[config.mk]
export PLATFORM = sky130hd
export DESIGN_NAME = serial_parity_tx
export DESIGN_NICKNAME = d
export VERILOG_FILES = /design/src/rtl/serial_pkg.sv /design/src/rtl/serial_parity_tx.sv
export SDC_FILE = /design/constraint.sdc
export NUM_CORES = 1
export LEC_CHECK = 0
export CORE_UTILIZATION = 48
export DETAILED_ROUTE_END_ITERATION = 10
export GPL_ROUTABILITY_DRIVEN = 0
export PLACE_DENSITY_LB_ADDON = 0.25
export SLEW_MARGIN = 20
export SYNTH_ARGS = -nofsm -noshare
export SYNTH_HDL_FRONTEND = slang
export SYNTH_SLANG_ARGS = --single-unit
[constraint.sdc]
create_clock -name clk -period 1.88 [get_ports clk]
set_input_delay 0.47 -clock clk [delete_from_list [all_inputs] [get_ports clk]]
set_output_delay 0.47 -clock clk [all_outputs]
set_load 0.05 [all_outputs]
[src/rtl/serial_pkg.sv]
// rtl/serial_pkg.sv - shared types and constants for the serial parity path
package serial_pkg;

   typedef enum logic [1:0] {
      IDLE,
      DATA,
      PARITY
   } state_t;

   localparam bit PAR_EVEN = 1'b0;
   localparam bit PAR_ODD  = 1'b1;

endpackage

[src/rtl/serial_parity_tx.sv]
// rtl/serial_parity_tx.sv - LSB-first word serialiser with a trailing parity bit
module serial_parity_tx
   import serial_pkg::*;
#(
   parameter int unsigned DATA_W     = 8,
   parameter bit          PARITY_ODD = PAR_EVEN
) (
   input  logic              clk,
   input  logic              rst,
   input  logic [DATA_W-1:0] in_data,
   input  logic              in_valid,
   output logic              in_ready,
   output logic              ser_out,
   output logic              ser_valid,
   output logic              frame_start,
   output logic              frame_end,
   output logic              busy
);

   localparam int unsigned      CNT_W    = $clog2(DATA_W);
   localparam logic [CNT_W-1:0] LAST_BIT = CNT_W'(DATA_W - 1);

   state_t            r_state;
   state_t            w_state_nxt;
   logic [DATA_W-1:0] r_shreg;
   logic [DATA_W-1:0] w_shreg_nxt;
   logic [CNT_W-1:0]  r_cnt;
   logic [CNT_W-1:0]  w_cnt_nxt;
   logic              r_acc;
   logic              w_acc_nxt;
   logic              w_accept;

   logic              r_ser_out;
   logic              r_ser_valid;
   logic              r_frame_start;
   logic              r_frame_end;
   logic              r_busy;
   logic              w_ser_out_nxt;
   logic              w_frame_start_nxt;
   logic              w_frame_end_nxt;

   // The parity cycle also accepts, so frames can run back to back.
   assign in_ready = !rst && (r_state != DATA);
   assign w_accept = in_valid && in_ready;

   always_comb begin
      w_state_nxt = r_state;
      w_shreg_nxt = r_shreg;
      w_cnt_nxt   = r_cnt;
      w_acc_nxt   = r_acc;
      unique case (r_state)
         IDLE: begin
            if (w_accept) begin
               w_state_nxt = DATA;
               w_shreg_nxt = in_data;
               w_cnt_nxt   = '0;
               w_acc_nxt   = 1'b0;
            end
         end
         DATA: begin
            w_shreg_nxt = r_shreg >> 1;
            w_acc_nxt   = r_acc ^ r_shreg[0];
            w_cnt_nxt   = r_cnt + 1'b1;
            if (r_cnt == LAST_BIT) begin
               w_state_nxt = PARITY;
               w_cnt_nxt   = '0;
            end
         end
         PARITY: begin
            if (w_accept) begin
               w_state_nxt = DATA;
               w_shreg_nxt = in_data;
               w_cnt_nxt   = '0;
               w_acc_nxt   = 1'b0;
            end else begin
               w_state_nxt = IDLE;
            end
         end
         default: begin
            w_state_nxt = IDLE;
         end
      endcase
   end

   // Outputs are decoded from the next state so they come straight from flops.
   always_comb begin
      w_ser_out_nxt     = 1'b0;
      w_frame_start_nxt = 1'b0;
      w_frame_end_nxt   = 1'b0;
      if (w_state_nxt == DATA) begin
         w_ser_out_nxt     = w_shreg_nxt[0];
         w_frame_start_nxt = (w_cnt_nxt == '0);
      end else if (w_state_nxt == PARITY) begin
         w_ser_out_nxt   = w_acc_nxt ^ PARITY_ODD;
         w_frame_end_nxt = 1'b1;
      end
   end

   always_ff @(posedge clk) begin
      if (rst) begin
         r_state       <= IDLE;
         r_shreg       <= '0;
         r_cnt         <= '0;
         r_acc         <= 1'b0;
         r_ser_out     <= 1'b0;
         r_ser_valid   <= 1'b0;
         r_frame_start <= 1'b0;
         r_frame_end   <= 1'b0;
         r_busy        <= 1'b0;
      end else begin
         r_state       <= w_state_nxt;
         r_shreg       <= w_shreg_nxt;
         r_cnt         <= w_cnt_nxt;
         r_acc         <= w_acc_nxt;
         r_ser_out     <= w_ser_out_nxt;
         r_ser_valid   <= (w_state_nxt != IDLE);
         r_frame_start <= w_frame_start_nxt;
         r_frame_end   <= w_frame_end_nxt;
         r_busy        <= (w_state_nxt != IDLE);
      end
   end

   assign ser_out     = r_ser_out;
   assign ser_valid   = r_ser_valid;
   assign frame_start = r_frame_start;
   assign frame_end   = r_frame_end;
   assign busy        = r_busy;

endmodule

# Yosys cells after proc, flatten, opt, wreduce, memory -nomap -nowiden
# Index checks and enable logic that the tools add are counted.
# op_classes
addsub	1
eq_ne	7
mux	14
bitwise_logic	2
reduce_logical	11
# op_table
cell	n
case mux 8 bit (2 select lines)	1
2-to-1 mux 8 bit	1
2-to-1 mux 3 bit	2
case mux 2 bit (3 select lines)	1
case mux 3 bit (2 select lines)	1
OR reduction 2 bit	3
2-to-1 mux 1 bit	5
== test 2 x 1 -> 1 bit, second input constant	2
== test 2 bit, second input constant	2
2-to-1 mux 2 bit	2
!= test 2 x 1 -> 1 bit, second input constant	2
nonzero test 2 bit	2
adder 3 x 1 -> 3 bit, second input constant	1
== test 3 bit, second input constant	1
zero test 3 bit	1
logical AND 1 bit	2
zero test 2 bit	1
case mux 1 bit (2 select lines)	1
AND reduction 2 bit	1
zero test 1 bit	1
NOT 1 bit	1
bitwise XOR 1 bit	1
# word_totals
register_bits	18
in_bits	11
output_inout_bits	6
wordCells	44

# Logic depth before layout (Yosys ltp)
# Gate-level depths: netlist of the first run.
# logic_depth
word_depth	8
ltp_mapped	6
mapped_depth_nobuf	5

# Worst setup path before layout of the first run
# No wires, ideal clock.
# synth_path
path_type	input port to output port
from	input port rst
to	output port in_ready
arrival_ns	1.242
required_ns	1.410
slack_ns	0.168
path_stages	2
n_path_buf	1
cell_sequence	buf_6 > nor2_1
# synth_between
elab_chain_cells	2
# synth_rtl
item	line	source
start, declared	serial_parity_tx.sv:9	input logic rst,
zero test 1 bit	serial_parity_tx.sv:43	assign in_ready = !rst && (r_state != DATA);
logical AND 1 bit	serial_parity_tx.sv:43	
end, declared	serial_parity_tx.sv:12	output logic in_ready,
# No other way between the ends.

# Worst setup path in the final report of the first run
# Same ends and word-level chain as after synthesis.

==> metrics, run 1 <==
Die H=42.5 microns; root buffer cell=clkbuf_4; Setup crit end=in_ready; Remaining DRCs=0; GR Overflow Total=0; Pins Over Slew Limit=0; Clock Path Buffers=2; critical path depth in cells=3; Reg area=362 sq um; row cnt=14; FMAX=0.546 GHz; cell area after placement=970 sq um; final hold slack=481 ps; most common cell in the synthesized netlist=dfxtp_1; R2R Path End=frame_start; Critical Path RT=1410 ps; FF+latch count, synth=18; initial antenna violation count=0; post-synthesis cell count=83; Avg Inst Size Synth=9.50 sq um; 1st-pass router iterations=4; post-route clock period utilization=0.974; synthesized cell area=788 sq um; I/O pin count=17; DP HPWL=1.21 mm; Max-Cap Viols=0; Hold Violations, Final=0; leading post-synthesis cells by cell area=dfxtp_1, nor2_1, o221ai_1; Critical Path Max Stage Delay=510 ps; routed wire length=1.65 mm; cells along the critical path=clkdlybuf4s50_1 > nor2_2 > buf_12; Detail Route Antenna Nets=0; worst rel slew slack=0.711; Post-synth EDFFs=0; final instance area=1010 sq um; final core occ=0.664; CP Data Arrival Time=1360 ps; Initial Util=0.517; commonest cells in the netlist=dfxtp_1, nor2_1, o221ai_1, nand2_1; worst reg2reg startpoint=r_cnt[0]; Iter 0 DRT Violations=11; Synth Net Count=96; routed len/inst=13.6 microns; crit end category=output port; maximum VDD drop=0.000545 V; warnings from Yosys=0; Static Leak=0.449 nW; share of cells above drive strength 1=0.248; Bufs and invs on worst path=2; chip width=42.5 microns; Seq/Total Area, Yosys=0.457; outcome=finished, final reports clean; CTS tree=yes; crit path max fanout=6; worst min-delay path class=flip-flop to flip-flop; setup TNS=0 ps; vias in the first global route=638; area taken by multi-input logic gates=362 sq um; Nets=119; pre-CTS setup slack=-127 ps; Clk Latency, worst-skew pair=290 ps; DR vias=667; post-route setup slack=49.5 ps; TritonCTS buffer count=3; FF-to-FF path depth=5; largest net degree at the start of global routing=12; flop-to-flop setup slack=240 ps; Post-synth ARST share=0; Fill cells=139; CP top delay family=buffers and inverters; antenna diode count=0; path type of the worst setup path=input pin to output port; Power per Cell Area=811 nW/um^2; Distinct cells, synth=30; CTS H-Tree Depth=1; CP Launch Type=input pin; clk_skew=2.26 ps; Slew @ Worst Pin=433 ps; # setup viols final=0; first-pass GRT wire length=2.66 mm; min cycle time layout=1830 ps; die area=1810 sq um; via-per-instance ratio=5.51; leading area contributor after synthesis=dfxtp_1; Most used DFF post-synth=dfxtp_1; CP max stage cell=clkdlybuf4s50_1; clk slew on worst S/H paths=90 ps; GRT Util Overall=0.206; Critical Path Start=rst; Area Overhead vs Synth=28.4%; number of port buffers=16; Post-CTS Setup Inserts=0; TritonCTS Sinks=18; Yosys top cell area share=0.457; core area=1520 sq um
power breakdown:
group          leakage (nW)  switching, mW  internal [mW]
combinational         0.280         0.0879         0.0791
clock                0.0210          0.112          0.118
sequential            0.148         0.0175          0.407
sequential cells by signal (all words and copies together), names as in the netlist:
name / cells
frame_end: 1
frame_start: 1
r_state: 2
r_shreg: 8
busy: 1
r_acc: 1
r_cnt: 3
ser_out: 1
through the flow:
| stage | total power [mW] | cells |
|---|---|---|
| finish | 0.821 | 121 |
| global route | 0.876 | 121 |
| CTS | 0.830 | 121 |
| detailed placement | 0.597 | 117 |
| global placement | 0.593 | 117 |
| floorplan | 0.537 | 83 |
final cells by class:
type,instances,share of cell area
flip-flops and latches,18,0.357
multi-input cells,55,0.357
repair buffers,24,0.215
clock buffers,4,0.0358
well taps,16,0.0198
inverters,4,0.0148
what timing repair did:
action | CTS | global route
setup endpoints to repair | 1 | 1
pin swaps | 0 | 0
hold buffers | 0 | 0
gates resized for setup | 1 | 2
worst min-delay path by stage:
stage | slack [ps] | depth (start not counted) | startpoint | to
after floorplan | 440 | 2 | r_shreg[2] | r_shreg[2]
after global placement | 450 | 2 | r_shreg[7] | r_shreg[7]
after detailed placement | 470 | 2 | r_shreg[7] | r_shreg[7]
after CTS | 490 | 2 | r_shreg[7] | r_shreg[7]
after global routing | 510 | 2 | r_shreg[7] | r_shreg[7]
final | 480 | 2 | r_shreg[7] | r_shreg[7]
cell families (layout without fill, tap and decap cells):
| family | Yosys count | after routing | share of synthesized area |
|---|---|---|---|
| adders and majority gates | 2 | 2 | 0.0317 |
| DFF | 18 | 18 | 0.457 |
| xor gates and xnor gates | 1 | 1 | 0.0111 |
| muxes | 3 | 3 | 0.0429 |
| and+or+nand+nor | 32 | 32 | 0.198 |
| AOI/OAI and AO/OA | 17 | 17 | 0.168 |
| buffers and inverters | 10 | 32 | 0.0905 |
worst min-delay path: cells and delay by family (launching register included):
kind / cells / cell delay, ps
flops: 1 / 320
compound gates: 1 / 60
simple gates: 1 / 60
routing by layer:
metal | routed length [microns] | vias to the layer above | GRT usage
met4 | 30 | 0 | 0.119
met3 | 111 | 4 | 0.103
met1 | 778 | 304 | 0.239
li1 | - | 334 | -
met2 | 731 | 25 | 0.305
met5 | 0 | - | 0
layout by cell type (no fill, tap or decap), drive strengths merged, types with 2 or more instances in the layout:
cell           netlist  routed
clkdlybuf4s50        0      10
clkbuf               1       4
nor2                14      14
nand2b               3       3
o221ai               5       5
dfxtp               18      18
mux2                 3       3
and3                 2       2
a22o                 2       2
ha                   2       2
and2                 3       3
buf                  5      14
nand3                2       2
a21oi                3       3
nand2                4       4
inv                  4       4
No activity file was read; power rests on OpenSTA's default activity.
==> inputs of run 2 (changes only) <==
--- a/config.mk
+++ b/config.mk
@@ -8,7 +8,7 @@
 export CORE_UTILIZATION = 48
 export DETAILED_ROUTE_END_ITERATION = 10
 export GPL_ROUTABILITY_DRIVEN = 0
-export PLACE_DENSITY_LB_ADDON = 0.25
+export PLACE_DENSITY = 0.79
 export SLEW_MARGIN = 20
 export SYNTH_ARGS = -nofsm -noshare
 export SYNTH_HDL_FRONTEND = slang
==> run 2 against run 1 <==
Effect of this change: combinational power hardly changed; largest cell class is now multi-input gates; highest routed layer unchanged; sequential power about the same; first-iteration DRC count rose by 140%; final area up 0.74%; die area is the same; cell count stayed put; wire length is 4.1% lower; critical path depth is the same; count of clock-buffer cells in the layout is the same; maximum frequency grew 6.6%; hold slack gained 2.7 ps; clock skew is 1.1 ps higher.
==> metrics, run 2 (same netlist as run 1, synthesis figures left out) <==
Hold Violations, Final=0 (unchanged); vias in the first global route=599 (-6.1%); 1st-pass router iterations=5 (+1); Nets=119 (unchanged); Critical Path RT=1410 ps (about the same); Static Leak=0.459 nW (+2.3%); Fill cells=119 (-14%); Remaining DRCs=0 (unchanged); antenna diode count=0 (unchanged); Initial Util=0.517 (unchanged); DP HPWL=1.11 mm (-8.3%); GRT Util Overall=0.187 (-0.0193); CP Data Arrival Time=1250 ps (-110 ps); I/O pin count=17 (unchanged); Clock Path Buffers=2 (unchanged); worst min-delay path class=flip-flop to flip-flop; clk slew on worst S/H paths=110 ps (+20 ps); flop-to-flop setup slack=260 ps (+20 ps); first-pass GRT wire length=2.55 mm (-4.1%); Detail Route Antenna Nets=0 (unchanged); Power per Cell Area=817 nW/um^2 (+0.67%); initial antenna violation count=0 (unchanged); crit path max fanout=11 (+5); Max-Cap Viols=0 (unchanged); CTS H-Tree Depth=1 (unchanged); GR Overflow Total=0 (unchanged); min cycle time layout=1720 ps (-113 ps); path type of the worst setup path=flip-flop to output port; worst rel slew slack=0.724 (+0.0128); # setup viols final=0 (unchanged); FMAX=0.582 GHz (+6.6%); chip width=42.5 microns (unchanged); pre-CTS setup slack=-92.9 ps (+33.9 ps); clk_skew=3.34 ps (+1.08 ps); TritonCTS buffer count=3 (unchanged); TritonCTS Sinks=18 (unchanged); DR vias=667 (unchanged); post-route clock period utilization=0.914 (-0.0601); maximum VDD drop=0.000683 V (+25%); Pins Over Slew Limit=0 (unchanged); Largest register FFs=8 (unchanged); Slew @ Worst Pin=414 ps (-19.2 ps); outcome=finished, final reports clean; commonest non-fill, non-tap cell in the layout=dfxtp_1; biggest regs=r_shreg (8), r_cnt (3), r_state (2); routed len/inst=13.1 microns (-4.1%); unrepaired setup endpoints after global routing=no; CP Launch Type=flip-flop; row cnt=14 (unchanged); register with the most flip-flops=r_shreg; largest net degree at the start of global routing=12 (unchanged); hold_buf cts=0 (unchanged); Iter 0 DRT Violations=26 (+15); core area=1520 sq um (unchanged); Die H=42.5 microns (unchanged); CTS tree=yes; post-route setup slack=162 ps (+113 ps); number of port buffers=16 (unchanged); via-per-instance ratio=5.51 (unchanged); most frequent cells in the layout=dfxtp_1, nor2_1, buf_4, clkdlybuf4s50_1, o221ai_1; routed wire length=1.58 mm (-4.1%); final core occ=0.669 (+0.00493); share of cells above drive strength 1=0.248 (unchanged); root buffer cell=clkbuf_4; Area Overhead vs Synth=29.4%; Reg area=362 sq um (unchanged); crit end category=output port; Clk Latency, worst-skew pair=290 ps (about the same); die area=1810 sq um (unchanged); area taken by multi-input logic gates=367 sq um (+1.4%)
run 2: per-layer routing:
| metal | part of all wire | vias up | global-route usage |
|---|---|---|---|
| met5 | 0 | - | 0 |
| met1 | 0.44 | 306 | 0.226 |
| li1 | - | 335 | - |
| met2 | 0.50 | 20 | 0.320 |
| met3 | 0.044 | 6 | 0.0259 |
| met4 | 0.017 | 0 | 0.0938 |
run 2: cell type report:
class                      count  share of cell area
multi-input combinational     55               0.360
sequential                    18               0.355
timing repair buffer          24               0.216
clock buffer                   4              0.0356
tap                           16              0.0196
inverter                       4              0.0147
run 2: repair_timing:
| action | 4_1_cts | 5_1_grt |
|---|---|---|
| pin swaps | 0 | 0 |
| endpoints found under the setup margin | 1 | 1 |
| buffers inserted | 0 | 0 |
| gates resized for setup | 3 | 2 |
run 2: path summary, 6_finish.rpt:
kind | startpoint | endpoint | cells after the start
max reg2reg | r_cnt[0] | frame_start | 5
min | r_shreg[6] | r_shreg[6] | 2
max | r_state[0] | in_ready | 3
min reg2reg | r_shreg[6] | r_shreg[6] | 2
run 2: worst max-delay path, cell delays in order, from the launching register on:
cell     delay, ps
dfxtp_2        440
nor2b_2        300
nor2_4          60
buf_12         150
run 2: power by group:
| part | internal, mW | total (mW) | switching [mW] | leakage (nW) |
|---|---|---|---|---|
| Combinational | 0.0795 | 0.167 | 0.0873 | 0.290 |
| Clock | 0.118 | 0.242 | 0.124 | 0.0210 |
| Sequential | 0.407 | 0.424 | 0.0170 | 0.148 |
| Total | 0.604 | 0.833 | 0.229 | 0.459 |
run 2: through the flow:
stage	instances	power (mW)	area [sq um]	setup TNS (ps)	hold WS [ps]
CTS	121	0.835	1020	0	490
floorplan	83	0.537	788	0	440
global placement	117	0.591	970	-60.6	456
finish	121	0.833	1020	0	484
global route	121	0.863	1020	0	530
detailed placement	117	0.595	970	-154	461
==> inputs of run 3 (changes only) <==
--- a/config.mk
+++ b/config.mk
@@ -5,10 +5,12 @@
 export SDC_FILE = /design/constraint.sdc
 export NUM_CORES = 1
 export LEC_CHECK = 0
-export CORE_UTILIZATION = 48
+export CORE_ASPECT_RATIO = 1.5
+export CORE_UTILIZATION = 35
 export DETAILED_ROUTE_END_ITERATION = 10
 export GPL_ROUTABILITY_DRIVEN = 0
-export PLACE_DENSITY = 0.79
+export PLACE_DENSITY = 0.62
+export SKIP_CTS_REPAIR_TIMING = 1
 export SLEW_MARGIN = 20
 export SYNTH_ARGS = -nofsm -noshare
 export SYNTH_HDL_FRONTEND = slang
==> run 3 against run 2 <==
Effect of this change: clock power decreased by 2%; first-iteration DRC count decreased by 31%; cell count increased by 4.1%; register-to-register slack about the same; non-clock buffer count decreased by 1; count of clock-buffer cells in the layout unchanged; worst setup slack got worse by 120 ps; total power decreased by 1.0%; wire length decreased by 3.7%; via count decreased by 4.0%; largest cell class unchanged; largest power group unchanged.
==> metrics, run 3 (same netlist as run 1, synthesis figures left out) <==
I/O pin count=17 (unchanged); biggest regs=r_shreg (8), r_cnt (3), r_state (2); commonest non-fill, non-tap cell in the layout=dfxtp_1; maximum VDD drop=0.000420 V (-38%); root buffer cell=clkbuf_4; DR vias=640 (-4.0%); Critical Path RT=1410 ps (about the same); share of cells above drive strength 1=0.231 (-0.0168); Hold Violations, Final=0 (unchanged); Slew @ Worst Pin=350 ps (-63.4 ps); DP HPWL=1.15 mm (+4.0%); CTS H-Tree Depth=1 (unchanged); min cycle time layout=1840 ps (+121 ps); Power per Cell Area=812 nW/um^2 (-0.54%); Remaining DRCs=0 (unchanged); CP Launch Type=input pin; Clk Latency, worst-skew pair=290 ps (about the same); Nets=118 (-0.84%); initial antenna violation count=0 (unchanged); Static Leak=0.445 nW (-3.1%); Area Overhead vs Synth=28.7%; final instance area=1010 sq um (-0.49%); # setup viols final=0 (unchanged); Fill cells=210 (+76%); TritonCTS Sinks=18 (unchanged); routed len/inst=12.1 microns (-7.5%); antenna diode count=0 (unchanged); Pins Over Slew Limit=0 (unchanged); FMAX=0.544 GHz (-6.6%); GR Overflow Total=0 (unchanged); routed wire length=1.52 mm (-3.7%); final core occ=0.489 (-0.181); number of port buffers=16 (unchanged); Detail Route Antenna Nets=0 (unchanged); Iter 0 DRT Violations=18 (-31%); setup TNS=0 ps (unchanged); GRT Util Overall=0.154 (-0.0329); CTS tree=yes; CP Data Arrival Time=1370 ps (+120 ps); crit path max fanout=5 (-6); clk slew on worst S/H paths=100 ps (about the same); worst min-delay path class=flip-flop to flip-flop; final hold slack=486 ps (+2.44 ps); Die H=60.1 microns (+41%); cell area after placement=970 sq um (unchanged); die area=2450 sq um (+35%); outcome=finished, final reports clean; Design Power=824 uW (-1.0%); placed cell count=122 (+4.3%); TritonCTS buffer count=3 (unchanged); Max-Cap Viols=0 (unchanged); 1st-pass router iterations=5 (unchanged); largest net degree at the start of global routing=12 (unchanged); via-per-instance ratio=5.08 (-7.9%); pre-CTS setup slack=-74.6 ps (+18.3 ps); vias in the first global route=631 (+5.3%); worst rel slew slack=0.766 (+0.0423); post-route clock period utilization=0.978 (+0.0641); row cnt=20 (+6); Final Non-Filler Cells=126 (+4.1%); chip width=40.8 microns (-4.2%); Largest register FFs=8 (unchanged); Initial Util=0.380 (-0.138); core area=2080 sq um (+36%); post-route setup slack=41.9 ps (-121 ps); first-pass GRT wire length=2.51 mm (-1.6%); clk_skew=1.71 ps (-1.63 ps); register with the most flip-flops=r_shreg; most frequent cells in the layout=dfxtp_1, nor2_1, buf_4, clkdlybuf4s50_1, o221ai_1; path type of the worst setup path=input pin to output port; Clock Path Buffers=2 (unchanged); crit end category=output port
[run 3: cell types whose count changed in the layout (fill, tap and decap cells not counted)]
cell | before | now
buf_4 | 13 | 12
nor2b_2 | 1 | 0
nor2b_1 | 0 | 1
clkdlybuf4s50_1 | 9 | 10
dlymetal6s2s_1 | 1 | 0
[run 3: power by group]
part | total, mW | switching [mW] | leakage [nW] | internal, mW
Clock | 0.236 | 0.118 | 0.0210 | 0.118
Combinational | 0.164 | 0.0855 | 0.276 | 0.0785
Sequential | 0.424 | 0.0173 | 0.148 | 0.407
[run 3: final cells by class]
| type | instances | area (sq um) | share of cell area |
|---|---|---|---|
| tap | 22 | 27.5 | 0.0271 |
| clock buffer | 4 | 36.3 | 0.0358 |
| timing repair buffer | 23 | 210 | 0.207 |
| multi-input combinational | 55 | 364 | 0.359 |
| inverter | 4 | 15.0 | 0.0148 |
| sequential | 18 | 362 | 0.356 |
[run 3: worst paths after layout]
check             start          end  slack (ps)  depth (start not counted)
max                 rst     in_ready          40                          4
min          r_shreg[3]   r_shreg[3]         490                          2
min reg2reg  r_shreg[3]   r_shreg[3]         490                          2
max reg2reg    r_cnt[0]  frame_start         260                          5
[run 3: metal layers]
metal,GRT usage,routed length (microns),vias to the layer above
li1,-,-,337
met1,0.164,647,293
met2,0.263,807,8
met3,0.0223,50,2
met4,0.100,19,0
met5,0,0,-
[run 3: critical path, stage by stage]
cell and delay [ps]:
clkdlybuf4s50_1 450, buf_4 180, nor2_4 120, buf_12 140
